**src/rtl/tipi_pkg.sv**
```systemverilog
// Shared encodings for the emulated Raspberry Pi side of the TIPI serial register link.
package tipi_pkg;

    typedef enum logic [3:0] {
        ST_IDLE,
        ST_SETUP,
        ST_LOAD_H,
        ST_LOAD_L,
        ST_SHIFT_H,
        ST_SHIFT_L,
        ST_LATCH_H,
        ST_LATCH_L,
        ST_DONE
    } tipi_state_e;

    localparam logic RT_PI   = 1'b0;
    localparam logic RT_TI   = 1'b1;
    localparam logic CD_CTRL = 1'b0;
    localparam logic CD_DATA = 1'b1;

    localparam logic [2:0] BIT_TOP = 3'd7;

endpackage

```
**src/rtl/tipi_clkdiv.sv**
```systemverilog
// Half-period tick generator: pulses tick once every CLK_DIV clk_sys cycles, no backpressure.
// Synchronous clear reloads the count so the first half-period after clear is a full CLK_DIV long.
module tipi_clkdiv #(
    parameter int unsigned CLK_DIV = 4
) (
    input  logic clk_sys,
    input  logic reset_n,
    input  logic clear,
    output logic tick
);

    localparam logic [7:0] RELOAD = 8'(CLK_DIV - 1);

    logic [7:0] cnt_q;
    logic [7:0] cnt_d;

    always_comb begin
        cnt_d = cnt_q - 8'd1;
        if (clear || (cnt_q == 8'd0)) begin
            cnt_d = RELOAD;
        end
    end

    assign tick = ~clear & (cnt_q == 8'd0);

    always_ff @(posedge clk_sys or negedge reset_n) begin
        if (!reset_n) begin
            cnt_q <= 8'd0;
        end else begin
            cnt_q <= cnt_d;
        end
    end

endmodule

```
**src/rtl/tipi_rpi_link.sv**
```systemverilog
// Drives tipi_top's r_* pins to read TD/TC or write RD/RC one byte per request; 19*CLK_DIV+1 cycles
// from accept to rsp_valid; req_ready only in IDLE, requests while busy are ignored (host holds).
module tipi_rpi_link
    import tipi_pkg::*;
#(
    parameter int unsigned CLK_DIV = 4
) (
    input  logic       clk_sys,
    input  logic       reset_n,
    input  logic       tipi_reset,
    input  logic       req_valid,
    output logic       req_ready,
    input  logic       req_write,
    input  logic       req_cd,
    input  logic [7:0] req_data,
    output logic       rsp_valid,
    output logic [7:0] rsp_data,
    output logic       rsp_status,
    output logic       busy,
    output logic       r_clk,
    output logic       r_cd,
    output logic       r_dout,
    output logic       r_le,
    output logic       r_rt,
    input  logic       r_din
);

    tipi_state_e state_q, state_d;
    logic        write_q, write_d;
    logic [7:0]  sh_q, sh_d;
    logic [2:0]  bit_cnt_q, bit_cnt_d;
    logic [7:0]  rsp_data_q, rsp_data_d;
    logic        rsp_status_q, rsp_status_d;
    logic        r_clk_q, r_clk_d;
    logic        r_cd_q, r_cd_d;
    logic        r_dout_q, r_dout_d;
    logic        r_le_q, r_le_d;
    logic        r_rt_q, r_rt_d;
    logic        tick;

    tipi_clkdiv #(.CLK_DIV(CLK_DIV)) u_clkdiv (
        .clk_sys (clk_sys),
        .reset_n (reset_n),
        .clear   (state_q == ST_IDLE),
        .tick    (tick)
    );

    assign req_ready  = (state_q == ST_IDLE) & ~tipi_reset;
    assign busy       = (state_q != ST_IDLE);
    assign rsp_valid  = (state_q == ST_DONE);
    assign rsp_data   = rsp_data_q;
    assign rsp_status = rsp_status_q;
    assign r_clk      = r_clk_q;
    assign r_cd       = r_cd_q;
    assign r_dout     = r_dout_q;
    assign r_le       = r_le_q;
    assign r_rt       = r_rt_q;

    always_comb begin
        state_d      = state_q;
        write_d      = write_q;
        sh_d         = sh_q;
        bit_cnt_d    = bit_cnt_q;
        rsp_data_d   = rsp_data_q;
        rsp_status_d = rsp_status_q;
        r_clk_d      = r_clk_q;
        r_cd_d       = r_cd_q;
        r_dout_d     = r_dout_q;
        r_le_d       = r_le_q;
        r_rt_d       = r_rt_q;

        case (state_q)
            ST_IDLE: begin
                r_clk_d = 1'b0;
                r_le_d  = 1'b0;
                if (req_valid && req_ready) begin
                    write_d      = req_write;
                    sh_d         = req_data;
                    bit_cnt_d    = BIT_TOP;
                    rsp_status_d = 1'b0;
                    r_rt_d       = req_write ? RT_PI : RT_TI;
                    r_cd_d       = req_cd ? CD_DATA : CD_CTRL;
                    r_dout_d     = req_write & req_data[7];
                    state_d      = ST_SETUP;
                end
            end
            ST_SETUP: if (tick) begin
                r_clk_d = 1'b1;
                r_le_d  = ~write_q;
                state_d = write_q ? ST_SHIFT_H : ST_LOAD_H;
            end
            ST_LOAD_H: if (tick) begin
                r_clk_d = 1'b0;
                r_le_d  = 1'b0;
                state_d = ST_LOAD_L;
            end
            ST_LOAD_L: if (tick) begin
                r_clk_d = 1'b1;
                state_d = ST_SHIFT_H;
            end
            ST_SHIFT_H: if (tick) begin
                r_clk_d = 1'b0;
                state_d = ST_SHIFT_L;
                // Writes rotate so the byte is intact again after eight bits and can be echoed.
                if (write_q) begin
                    r_dout_d = sh_q[6];
                    sh_d     = {sh_q[6:0], sh_q[7]};
                end else begin
                    sh_d     = {sh_q[6:0], r_din};
                end
            end
            ST_SHIFT_L: if (tick) begin
                bit_cnt_d = bit_cnt_q - 3'd1;
                r_clk_d   = 1'b1;
                if (bit_cnt_q != 3'd0) begin
                    state_d = ST_SHIFT_H;
                end else if (write_q) begin
                    r_le_d  = 1'b1;
                    state_d = ST_LATCH_H;
                end else begin
                    r_clk_d    = 1'b0;
                    rsp_data_d = sh_q;
                    state_d    = ST_DONE;
                end
            end
            ST_LATCH_H: if (tick) begin
                r_clk_d      = 1'b0;
                rsp_status_d = r_din;
                state_d      = ST_LATCH_L;
            end
            ST_LATCH_L: if (tick) begin
                r_le_d     = 1'b0;
                rsp_data_d = sh_q;
                state_d    = ST_DONE;
            end
            ST_DONE: begin
                r_clk_d = 1'b0;
                r_le_d  = 1'b0;
                state_d = ST_IDLE;
            end
            default: state_d = ST_IDLE;
        endcase

        // The TI holding the Pi in reset abandons any transfer without a response.
        if (tipi_reset) begin
            state_d = ST_IDLE;
            r_clk_d = 1'b0;
            r_le_d  = 1'b0;
        end
    end

    always_ff @(posedge clk_sys or negedge reset_n) begin
        if (!reset_n) begin
            state_q      <= ST_IDLE;
            write_q      <= 1'b0;
            sh_q         <= 8'd0;
            bit_cnt_q    <= 3'd0;
            rsp_data_q   <= 8'd0;
            rsp_status_q <= 1'b0;
            r_clk_q      <= 1'b0;
            r_cd_q       <= 1'b0;
            r_dout_q     <= 1'b0;
            r_le_q       <= 1'b0;
            r_rt_q       <= 1'b0;
        end else begin
            state_q      <= state_d;
            write_q      <= write_d;
            sh_q         <= sh_d;
            bit_cnt_q    <= bit_cnt_d;
            rsp_data_q   <= rsp_data_d;
            rsp_status_q <= rsp_status_d;
            r_clk_q      <= r_clk_d;
            r_cd_q       <= r_cd_d;
            r_dout_q     <= r_dout_d;
            r_le_q       <= r_le_d;
            r_rt_q       <= r_rt_d;
        end
    end

endmodule
```
**config.mk**
```make
export PLATFORM = sky130hd
export DESIGN_NAME = tipi_rpi_link
export DESIGN_NICKNAME = d
export VERILOG_FILES = /design/src/rtl/tipi_pkg.sv /design/src/rtl/tipi_clkdiv.sv /design/src/rtl/tipi_rpi_link.sv
export SDC_FILE = /design/constraint.sdc
export NUM_CORES = 1
export LEC_CHECK = 0
export ABC_AREA = 1
export ABC_CLOCK_PERIOD_IN_PS = 1600
export CORE_MARGIN = 2
export CORE_UTILIZATION = 30
export CTS_BUF_LIST = sky130_fd_sc_hd__clkbuf_8
export DETAILED_ROUTE_END_ITERATION = 8
export PLACE_DENSITY_LB_ADDON = 0.15
export SLEW_MARGIN = 30
export SYNTH_ARGS = -nofsm -noshare
export SYNTH_HDL_FRONTEND = slang
export SYNTH_SLANG_ARGS = --single-unit
export TNS_END_PERCENT = 1
```
**constraint.sdc**
```tcl
create_clock -name clk_sys -period 1.6 [get_ports clk_sys]
set_input_delay 0.24 -clock clk_sys [delete_from_list [all_inputs] [get_ports clk_sys]]
set_output_delay 0.24 -clock clk_sys [all_outputs]
set_load 0.05 [all_outputs]
```
==> Word level (Yosys, flattened, before mapping) <==
Cells that the tools add are included.
{ "word_totals": {"register_bits": 38, "out_inout_bits": 17, "wordCells": 122} }
{ "classes": {"addsub": 2, "n_eq_ne": 29, "mux": 48, "n_bitwise": 6, "reduce_logical": 25} }
{ "ops": {"columns": ["op", "count"], "rows": [
  ["8-bit 2-to-1 mux", 7],
  ["4-bit 2-to-1 mux", 11],
  ["4-bit case mux with 8 select lines", 1],
  ["8-bit case mux with 2 select lines", 2],
  ["3-bit != test, second input constant", 10],
  ["1-bit 2-to-1 mux", 19],
  ["4-bit by 3-bit equality test with 1-bit output, second input constant", 4],
  ["2-bit != test, second input constant", 8],
  ["5-bit nonzero test", 2],
  ["3-bit 2-to-1 mux", 3],
  ["3-bit by 1-bit != test with 1-bit output, second input constant", 3],
  ["3-bit AND reduction", 3],
  ["4-bit by 2-bit equality test with 1-bit output, second input constant", 2],
  ["8-bit logical NOT", 1],
  ["1-bit case mux with 4 select lines", 2],
  ["4-bit AND reduction", 2],
  ["8-bit AND reduction", 1],
  ["2-bit nonzero test", 4],
  ["8-bit by 1-bit subtractor with 8-bit output, second input constant", 1],
  ["3-bit case mux with 2 select lines", 1],
  ["6-bit AND reduction", 1],
  ["2-bit OR reduction", 3],
  ["5-bit AND reduction", 1],
  ["4-bit by 1-bit equality test with 1-bit output, second input constant", 1],
  ["12 further kinds", 17]
]} }

==> Depth between registers and ports, before layout <==
{ "logic_depth": {"word_depth": 6, "ltp_mapped": 10} }

==> Modules after synthesis <==
Synthesis repeated with hierarchy kept, for this count alone.
{ "unflattened": {"hier_cells": 268, "hier_area_um2": 2162.1} }
{ "modules_own_cells": {"columns": ["mod", "instances", "cells_each", "area_each_um2", "seq_area_each_um2"], "rows": [
  ["tipi_rpi_link", 1, 218, 1739.2, 750.7],
  ["tipi_clkdiv", 1, 50, 422.9, 200.2]
]} }

==> Least setup slack after synthesis <==
Ideal clock, no wire load.
{ "synth_timing": {"path_kind": "register to register", "from": "reg state_q[1]", "to": "reg bit_cnt_q[0]", "setup_ps": 83, "arrival_ps": 1712, "required_ps": 1517, "slack_ps": -195, "stages_incl_launch_ff": 9, "n_path_buf": 1, "cell_sequence": "dfrtp_1 > buf_2 > nor2_4 > nand2_4 > nor2_4 > nand2_1 > a21oi_2 > o21ai_0 > o21ai_0"} }
{ "synth_between": {"elab_chain_cells": 5, "elab_cells_between_ends": 11, "classes_between": "3 x eq/ne; 1 x mux; 3 x bitwise; 4 x reduce/logical"} }
{ "synth_rtl": {"columns": ["item", "line", "source"], "rows": [
  ["from (decl)", "tipi_rpi_link.sv:28", "tipi_state_e state_q, state_d;"],
  ["from (signal assigned)", "tipi_rpi_link.sv:166", "state_q <= state_d;"],
  ["4-bit logical NOT", "tipi_rpi_link.sv:48", "assign req_ready = (state_q == ST_IDLE) & ~tipi_reset;"],
  ["1-bit bitwise AND", "tipi_rpi_link.sv:48", null],
  ["via req_ready", "tipi_rpi_link.sv:12", "output logic req_ready,"],
  ["1-bit logical AND", "tipi_rpi_link.sv:76", "if (req_valid && req_ready) begin"],
  ["2-bit != test (no line)", null, null],
  ["3-bit AND reduction (no line)", null, null],
  ["to (signal assigned)", "tipi_rpi_link.sv:169", "bit_cnt_q <= bit_cnt_d;"],
  ["to (decl)", "tipi_rpi_link.sv:31", "logic [2:0] bit_cnt_q, bit_cnt_d;"]
]} }
The timed path passes the listed nets, and every way through them passes these cells.
A chain may end at the register's enable or synchronous reset.

==> Worst setup path after layout <==
{ "layout_timing": {"from": "reg state_q[0]", "to": "out req_ready"} }
{ "layout_between": {"elab_chain_cells": 2} }
{ "layout_rtl": {"columns": ["item", "line"], "rows": [
  ["4-bit logical NOT", "tipi_rpi_link.sv:48"],
  ["1-bit bitwise AND", "tipi_rpi_link.sv:48"],
  ["to (decl)", "tipi_rpi_link.sv:12"]
]} }
No other way between the ends.

==> summary.txt <==
CTS
  – Root buf cell: clkbuf_8
  – CTS tree: done
  – CTS Sinks: 38
  – Hold_buf cts: 0
  – Worst skew pair latency: 0.30 ns
  – CTS H-tree lvls: 2
  – Max Root-Sink Buffers: 2
  – Clock transition at path regs: 0.08 ns
  – CTS Buf Count: 5

Detailed routing
  – Pre-antenna DRT Iters: 4
  – Via density per instance: 4.353
  – Wire per inst: 11.54 µm
  – Post-route DRC: 0
  – Via count: 1,950
  – Initial drt markers: 54
  – Antenna Nets Post-Route: 0
  – Overall routed net length: 5.168 mm

Yosys
  – Avg Inst Size Synth: 7.817 µm²
  – Unique cell type count in the Yosys netlist: 26
  – Sequential-to-total area share from yosys stat: 0.4424
  – Cell count after synthesis: approximately 280
  – Main area contributors after synthesis: dfrtp_1 (44%), nand2_1 (15%), inv_1 (5.6%)
  – Mapped Nets: just under 300
  – Yosys top cell by area: dfrtp_1
  – Synth Warn #: 0
  – Synthesis-stage register bit count: 38
  – Mapped Area: approximately 2100 µm²
  – Share of the synthesized area in the top cell type: 0.4424

Global routing
  – Pin count of the biggest net entering global routing: 39
  – Overflow after GRT: 0
  – Initial antenna violation count: 0
  – First-pass GRT wire length: about 8.6 mm
  – Vias in the first global route: 1,871
  – GRT Util Overall: 0.1424

STA
  – Slew Viols, Final: 0
  – Final WS setup: 0.02145 ns
  – Slew @ Worst Pin: just under 0.5 ns
  – Fmax: 0.6335 GHz
  – Hold Vio Cnt, Final: 21
  – Final period utilization: 0.9866
  – Clk_skew: 0.008272 ns
  – Hold Slack: -0.009854 ns
  – Slew HR: 0.6689
  – Fin crit period: between 1.5 and 2 ns
  – RSZ-0062 raised after global routing: true
  – Final setup vio count: 0

Die
  – Die area: between 7000 and 8000 µm²
  – Die H: between 80 and 90 µm
  – Site Rows: 30
  – Core Region: 6869 µm²
  – Starting density of the core: 0.3129
  – Die Wd: 88.65 µm
  – # IOs: 32

Final layout
  – Share of layout cells above drive strength 1: 0.3466
  – Nets: 370
  – Area Growth Syn to Fin: 46.22%
  – Design Area, Final: 3143 µm²
  – Filler Cell Count: 712
  – # diodes: 0

Pwr
  – Sw Share: 0.4416
  – Clk pwr share: 0.161
  – Flop pwr share: 0.238
  – Pleak: about 1.6 nW
  – Switching pwr: 2.753 mW
  – Comb pwr share: 0.602
  – Max VDD drop: about 0.77 mV
  – Pint: 3.481 mW
  – PD cells: 1983 nW/µm²

Critical path
  – Req. time, crit path: around 1.4 ns
  – CP peak stage delay: roughly 0.43 ns
  – Kind of critical path: flip-flop to primary output
  – Launching element type of the critical path: flip-flop
  – FF-to-FF Start: state_q[0]
  – Critical path launch point: state_q[0]
  – Crit Path Max Fanout: 4
  – Worst EP arrival: 1.34 ns
  – Critical Path, Cell by Cell: nor2_4, nand2_8, nor2_4, buf_12
  – CP dominant cell by count: nor2_4
  – Highest-delay cell along the critical path: dfrtp_2
  – Critical path endpoint category: primary output

Placed design
  – # port buffers: 31
  – Placer Congestion: ~0.84
  – DP HPWL: 3.913 mm
  – Place WS: -0.02629 ns
  – Post-DP Area: 2834 µm²

Outcome
  – Status: finished, violations left
  – Failing checks: negative hold slack

Flow run
  – Max Cap Viol: 0

Worst hold path
  – Hold crit path type: input port to async pin
-- state kept, by name, indices dropped and copies added, names as in the netlist, 3 cells and up --
name,cells
rsp_data,8
sh_q,8
u_clkdiv.cnt_q,8
state_q,4
bit_cnt_q,3
-- through the flow --
step	total power [mW]	TNS, ns	hold WS, ns	utilization	std cells
final	6.234	0	-0.009854	0.4576	448
after global routing	6.735	-0.09537	0.05007	0.4576	448
after CTS	6.046	-0.04075	0.01422	0.4403	444
after detailed placement	4.881	-0.02631	0.3403	0.4126	431
after global placement	4.864	0	0.3345	0.4126	431
after floorplan	3.655	-0.5262	-0.05559	-	275
-- critical path: cells and delay by family (launching register included) --
family / cells / cell delay (ns)
buffers and inverters: 1 / 0.15
flip-flops: 1 / 0.43
AND/OR/NAND/NOR: 3 / 0.45
-- cell families (layout without fill, tap and decap cells) --
kind of cell / after synthesis / count (layout) / synth area share
xor gates and xnor gates: 5 / 5 / 0.02037
DFF: 38 / 38 / 0.4424
and+or+nand+nor: 153 / 153 / 0.3242
AOI/OAI and AO/OA: 37 / 37 / 0.1147
buffers and inverters: 38 / 115 / 0.07509
adders and majority gates: 4 / 4 / 0.02328
-- cell type report --
class | instances | area (µm²) | share of cell area
Clock buffer | 5 | 68.82 | 0.02189
Clock inverter | 3 | 68.82 | 0.02189
Inverter | 33 | 123.9 | 0.03941
Multi-Input combinational cell | 199 | 1151 | 0.3662
Sequential cell | 38 | 954.7 | 0.3037
Tap cell | 96 | 120.1 | 0.03822
Timing Repair Buffer | 74 | 655.6 | 0.2086
-- routing by layer --
layer	vias up	global-route usage	wire, µm
li1	1024	-	-
met1	880	0.1912	2459
met2	41	0.2307	2470
met3	5	0.02799	193
met4	0	0.04545	44
met5	-	0	0
-- placed cells by master, fill, tap and decap left out, types with 2 or more instances in the layout --
cell type	count
a21oi_1	5
a31oi_1	2
buf_12	5
buf_4	53
buf_6	2
bufinv_16	2
clkbuf_8	5
clkdlybuf4s50_1	13
dfrtp_1	35
dfrtp_2	3
ha_1	3
inv_1	27
inv_2	6
nand2_1	81
nand2_2	7
nand2_4	2
nand3_1	19
nand3_2	3
nand4_1	4
nor2_1	20
nor2_2	3
nor2_4	7
o21ai_0	9
o21ai_1	4
o21ai_2	13
xor2_1	5
-- cells in the mapped netlist --
library cell,n
a21oi_1,5
o21a_1,1
nand3_1,22
nand2_4,2
buf_6,2
nor2_1,25
ha_1,4
nand2_2,3
nand2_1,86
nor2_2,1
nand4_1,4
o21ai_2,13
a21oi_2,2
nor2_4,4
dfrtp_1,38
o21ai_0,14
and3_1,1
nand4_2,1
inv_2,1
or2_2,1
nand3_4,1
xor2_1,5
nor3_1,2
a31oi_1,2
inv_1,32
buf_2,3
-- path summary, 6_finish.rpt --
kind / endpoint / slack (ns) / cells after the start
worst max register to register: state_q[2] / 0.08 / 10
worst max-delay path: req_ready / 0.02 / 4
min in group clk_sys: r_cd / 0.47 / 3
max in group asynchronous: state_q[1] / 1.25 / 2
worst min-delay path: r_clk / -0.01 / 2
worst min register to register: rsp_data[6] / 0.48 / 2
-- power by group through the flow --
stage          clock network (mW)  logic, mW  registers (mW)
5_1_grt                      1.07       4.14            1.52
6_report                     1.00       3.75            1.48
2_1_floorplan                   0       2.04            1.62
3_5_place_dp                    0       3.36            1.53
3_3_place_gp                    0       3.34            1.53
4_1_cts                      1.04       3.53            1.47
-- what timing repair did --
action | in CTS | in global routing
pin swaps | 3 | 9
gates cloned | 0 | 0
gates resized for setup | 6 | 29
setup buffers | 5 | 5
endpoints found under the setup margin | 13 | 28
No activity file was read; power rests on OpenSTA's default activity.
